### config.mk
export PLATFORM = sky130hd
export DESIGN_NAME = mem_port_arbiter8
export DESIGN_NICKNAME = d
export VERILOG_FILES = /design/src/rtl/arb_pkg.sv /design/src/rtl/rr_pick8.sv /design/src/rtl/mem_port_arbiter8.sv
export SDC_FILE = /design/constraint.sdc
export NUM_CORES = 1
export LEC_CHECK = 0
export CAP_MARGIN = 20
export CORE_ASPECT_RATIO = 1.75
export CORE_UTILIZATION = 45
export CTS_CLUSTER_DIAMETER = 150
export DETAILED_ROUTE_END_ITERATION = 10
export GPL_TIMING_DRIVEN = 0
export MAX_ROUTING_LAYER = met4
export PLACE_DENSITY = 0.73
export SLEW_MARGIN = 20
export SYNTH_ARGS = -nofsm -noshare
export SYNTH_HDL_FRONTEND = slang
export SYNTH_HIERARCHICAL = 1
export SYNTH_SLANG_ARGS = --single-unit
### constraint.sdc
create_clock -name clk -period 7.01 [get_ports clk]
set_input_delay 1.0515 -clock clk [delete_from_list [all_inputs] [get_ports clk]]
set_output_delay 1.0515 -clock clk [all_outputs]
set_load 0.005 [all_outputs]
### src/rtl/arb_pkg.sv
// Shared types for the memory-port arbiter: requester count, index type and FSM states.
package arb_pkg;

    localparam int NREQ = 8;

    typedef logic [2:0] req_idx_t;

    typedef enum logic [1:0] {
        ARB_IDLE = 2'b00,
        ARB_BUSY = 2'b01
    } arb_state_t;

    function automatic logic [NREQ-1:0] idx_onehot(input req_idx_t idx);
        return 8'b0000_0001 << idx;
    endfunction

endpackage

### src/rtl/rr_pick8.sv
// Round-robin picker: first set request at or after ptr, wrapping modulo 8.
import arb_pkg::*;

module rr_pick8 (
    input  logic [NREQ-1:0] req,
    input  req_idx_t        ptr,
    output req_idx_t        idx,
    output logic            valid
);

    logic [2*NREQ-1:0] dbl_s;
    logic [NREQ-1:0]   rot_s;
    req_idx_t          off_s;

    // Rotate so ptr sits at bit 0, take the lowest set bit, then undo the rotation.
    always_comb begin
        dbl_s = {req, req} >> ptr;
        rot_s = dbl_s[NREQ-1:0];
        off_s = 3'd0;
        for (int i = NREQ - 1; i >= 0; i--) begin
            off_s = rot_s[i] ? req_idx_t'(i) : off_s;
        end
        idx   = ptr + off_s;
        valid = |req;
    end

endmodule

### src/rtl/mem_port_arbiter8.sv
// Round-robin arbiter and sequencer for one shared memory port with up to 8 requesters,
// holding the grant until the memory responds or the watchdog expires.
import arb_pkg::*;

module mem_port_arbiter8 #(
    parameter int TIMEOUT     = 255,
    parameter bit FIXED_PRIO0 = 1'b0
) (
    input  logic            clk,
    input  logic            rst_n,
    input  logic [NREQ-1:0] req,
    input  logic [NREQ-1:0] we,
    input  logic            mem_resp,
    output logic [2:0]      sel,
    output logic [NREQ-1:0] grant,
    output logic            mem_read,
    output logic            mem_write,
    output logic [NREQ-1:0] done,
    output logic            timeout_err
);

    localparam bit         WD_EN       = (TIMEOUT != 0);
    localparam logic [7:0] TIMEOUT_CNT = 8'(TIMEOUT);

    arb_state_t      state_r;
    req_idx_t        rr_ptr_r;
    req_idx_t        sel_r;
    logic [NREQ-1:0] grant_r;
    logic            mem_read_r;
    logic            mem_write_r;
    logic [7:0]      wd_cnt_r;

    req_idx_t        pick_idx_s;
    logic            pick_valid_s;
    req_idx_t        winner_s;
    logic            wd_fire_s;
    logic            finish_s;

    rr_pick8 u_pick (
        .req   (req),
        .ptr   (rr_ptr_r),
        .idx   (pick_idx_s),
        .valid (pick_valid_s)
    );

    // Completion decode; gated by rst_n so a reset mid-transaction never reports done.
    always_comb begin
        winner_s  = (FIXED_PRIO0 && req[0]) ? 3'd0 : pick_idx_s;
        wd_fire_s = WD_EN && rst_n && (state_r == ARB_BUSY)
                    && (wd_cnt_r == TIMEOUT_CNT) && !mem_resp;
        finish_s  = rst_n && (state_r == ARB_BUSY) && (mem_resp || wd_fire_s);
    end

    // Arbitration FSM with registered grant, select, strobes and watchdog.
    always_ff @(posedge clk) begin
        if (!rst_n) begin
            state_r     <= ARB_IDLE;
            rr_ptr_r    <= 3'd0;
            sel_r       <= 3'd0;
            grant_r     <= 8'h00;
            mem_read_r  <= 1'b0;
            mem_write_r <= 1'b0;
            wd_cnt_r    <= 8'd0;
        end else begin
            case (state_r)
                ARB_IDLE: begin
                    if (pick_valid_s) begin
                        sel_r       <= winner_s;
                        grant_r     <= idx_onehot(winner_s);
                        mem_read_r  <= ~we[winner_s];
                        mem_write_r <= we[winner_s];
                        wd_cnt_r    <= 8'd1;
                        state_r     <= ARB_BUSY;
                    end else begin
                        state_r     <= ARB_IDLE;
                    end
                end
                ARB_BUSY: begin
                    if (finish_s) begin
                        rr_ptr_r    <= sel_r + 3'd1;
                        sel_r       <= 3'd0;
                        grant_r     <= 8'h00;
                        mem_read_r  <= 1'b0;
                        mem_write_r <= 1'b0;
                        wd_cnt_r    <= 8'd0;
                        state_r     <= ARB_IDLE;
                    end else if (wd_cnt_r != 8'hFF) begin
                        wd_cnt_r    <= wd_cnt_r + 8'd1;
                    end else begin
                        wd_cnt_r    <= wd_cnt_r;
                    end
                end
                default: begin
                    sel_r       <= 3'd0;
                    grant_r     <= 8'h00;
                    mem_read_r  <= 1'b0;
                    mem_write_r <= 1'b0;
                    wd_cnt_r    <= 8'd0;
                    state_r     <= ARB_IDLE;
                end
            endcase
        end
    end

    assign sel         = sel_r;
    assign grant       = grant_r;
    assign mem_read    = mem_read_r;
    assign mem_write   = mem_write_r;
    assign done        = finish_s ? grant_r : 8'h00;
    assign timeout_err = wd_fire_s;

endmodule

==> results_dict.tcl <==
set metrics [dict create \
    status "finished, final reports clean" \
    io_pins 41 \
    die_area_mm2 0.004107 \
    grt_setup_unrepaired "no" \
    syn_to_final_growth_pct 29.28 \
    htreeDepth 1 \
    seq_area_frac_synth_pct 28.92 \
    drive_gt1_share_pct 15.67 \
    grt_pass1_wl_um 7327 \
    wl_per_cell_um 16.33 \
    ys_warn_count 6 \
    rows 29 \
    cp-start-kind "primary input" \
    drtIter0Drc 37 \
    grt_util_met2_pct 42.17 \
    antenna_found_initial 0 \
    p_per_area_mw_per_mm2 162.0 \
    fillers 331 \
    grt_overflow_total 0 \
    hold_class "register to register" \
    die_y_um 84.03 \
    final.period_utilization_pct 67.40 \
    fmax_mhz 211.7 \
    synthTopCellsByCount "dfxtp_1, nand2_1, inv_1, mux2i_1" \
    wl_um 4296 \
    grt_max_degree 16 \
    ys_top_cells_by_area "dfxtp_1, mux4_1, mux2i_1, and2_4, nand2_1" \
    root_buffer "clkbuf_8" \
    vias 1612 \
    synth_nets 196 \
    hold_viol_final 0 \
    synth_seq_cells 25 \
    finalMaxSlewViolations 0 \
    hold_buffers 0 \
    setup_viol 0 \
    worst-setup-path-type "primary input to register" \
    critPathMaxFanout 6 \
    synth.cell_area_mm2 0.001730 \
    grt.busiest_layer "met2" \
    synth_top_cell_area_share_pct 28.92 \
    portBuffers 40 \
    ys.flop_type "dfxtp_1" \
    gp_congestion 0.8372 \
    cts_tree "built" \
    slew-limit-headroom_pct 53.80 \
    period_needed_ps 4724 \
    clk_latency_ps 270 \
    finalClockSkew_ps 2.880 \
    netlist_instances 173 \
    drcViolationCount 0 \
    use_met3_pct 2.550 \
    ant_nets 0 \
    postCtsSetupBuffers 0 \
    viasPerCell 6.129 \
    synth_cell_types 50 \
    power.leakage_nw 0.8465 \
    diodes 0 \
    ir_drop_mv 0.1516 \
    endpoint_kind "register" \
    p_total_mw 0.3623 \
    async_reset_ff_share_pct 0 \
    synth_edf_count 0 \
    cap_violations 0 \
    synth.avg_cell_area_um2 10.00 \
    cts_buffers 3 \
    cts.clk_slew.worst_paths_ps 90 \
    dr.pass1.iters 4 \
    grt_use_total_pct 23.20 \
    yosys.area.top_type "dfxtp_1" \
    cts_buffer_depth 2 \
    dp_hpwl_um 3381 \
    grt_pass1_vias 1641 \
    yosys.cell_count.top_type "dfxtp_1" \
    cp_cell_sequence "clkdlybuf4s50_1 -> mux4_1 -> mux2i_1 -> o311ai_0 -> a21bo_2 -> a31oi_1 -> ha_1 -> inv_1 -> fa_1 -> xnor2_1 -> xnor2_1 -> mux4_2 -> mux2i_1 -> a22o_1" \
    nets 241 \
    cpPeakStageDelay_ps 570 \
    met1_usage_pct 23.64 \
    cp_data_arrival_time_ps 4950 \
    cpMaxStageDelayCell "mux4_1" \
    start_util_pct 47.22 \
    critPathRequiredTime_ps 7230 \
    finalSetupTns_ps 0 \
    ctsResizeCount 0 \
    clkSinkCount 25 \
    tightest_slew_ps 687.8 \
    core_mm2 0.003665 \
    die_w_um 48.88 \
]
cell usage in the layout (no fill, tap or decap), drive strengths merged, types with 2 or more instances in the layout:
master and count:
nand2 17, o31ai 3, xnor2 3, mux4 9, nand3 2, and3 5
o211a 2, o211ai 2, nor3b 2, buf 8, clkdlybuf4s50 40, mux2i 9
nand3b 2, mux2 4, clkbuf 3, a22o 5, and2 9, o21ai 8
a21oi 4, nor2 7, inv 9, a211o 2, nor3 6, ha 3
dfxtp 25, a31oi 3, a32o 4, nor4 2, a21bo 2
worst paths after layout:
| kind | end | slack [ps] | start | cells after the start |
|---|---|---|---|---|
| worst max-delay path | mem_read$_SDFFE_PN0P_ | 2290 | req[4] | 14 |
| worst min-delay path | rr_ptr_r[2]$_SDFFE_PN0P_ | 460 | rr_ptr_r[2]$_SDFFE_PN0P_ | 2 |
| worst max register to register | mem_read$_SDFFE_PN0P_ | 2990 | rr_ptr_r[0]$_SDFFE_PN0P_ | 14 |
| worst min register to register | rr_ptr_r[2]$_SDFFE_PN0P_ | 460 | rr_ptr_r[2]$_SDFFE_PN0P_ | 2 |
area by class of cell:
class | instances | area (um2) | area share, %
Multi-Input combinational cell | 131 | 1137 | 50.84
Sequential cell | 25 | 500.5 | 22.37
Timing Repair Buffer | 40 | 400.4 | 17.90
Buffer | 8 | 58.81 | 2.629
Tap cell | 46 | 57.56 | 2.573
Clock buffer | 3 | 41.29 | 1.846
Inverter | 9 | 33.78 | 1.510
Clock inverter | 1 | 7.507 | 0.3356
sequential cells by signal, summed over array words and instances, names as in the netlist:
signal / flops
mem_write: 1
sel: 3
grant: 8
mem_read: 1
wd_cnt_r: 8
rr_ptr_r: 3
state_r: 1
kinds of logic after synthesis:
family,synth area share [%]
AO/OA/AOI/OAI,20.39
AND/OR/NAND/NOR,18.73
multiplexers,21.26
adder cells (fa/ha/maj),3.326
flip-flops,28.92
XOR/XNOR,2.025
buffers and inverters,5.350
layer usage:
metal  vias to the layer above  routed length [um]
met5                         -                   0
met4                         0                 114
li1                        762                   -
met1                       785                1619
met2                        51                2428
met3                        14                 133
power breakdown:
part / total (mW) / internal (mW) / switching [mW]
Clock: 0.0877 / 0.0403 / 0.0473
Combinational: 0.115 / 0.0610 / 0.0542
Sequential: 0.159 / 0.151 / 0.00826
Total: 0.362 / 0.253 / 0.110
worst max-delay path: cells and delay by family:
family	cells	cell delay [ps]
buf+inv	2	540
xor+xnor	2	600
fa+ha+maj	2	540
compound gates	4	770
mux	4	1440
metrics by stage:
step / cell area, um2 / std cells / hold slack, ps / worst slack, ps / utilization [%]
after floorplan: 1730 / 173 / 431.4 / 2999 / -
after global placement: 2188 / 259 / 447.2 / 2037 / 59.71
after detailed placement: 2188 / 259 / 452.8 / 2058 / 59.71
after CTS: 2237 / 263 / 470.9 / 2335 / 61.04
after global routing: 2237 / 263 / 522.4 / 2092 / 61.04
final: 2237 / 263 / 464.0 / 2286 / 61.04
Note: power is estimated with default switching activity, not from simulation.
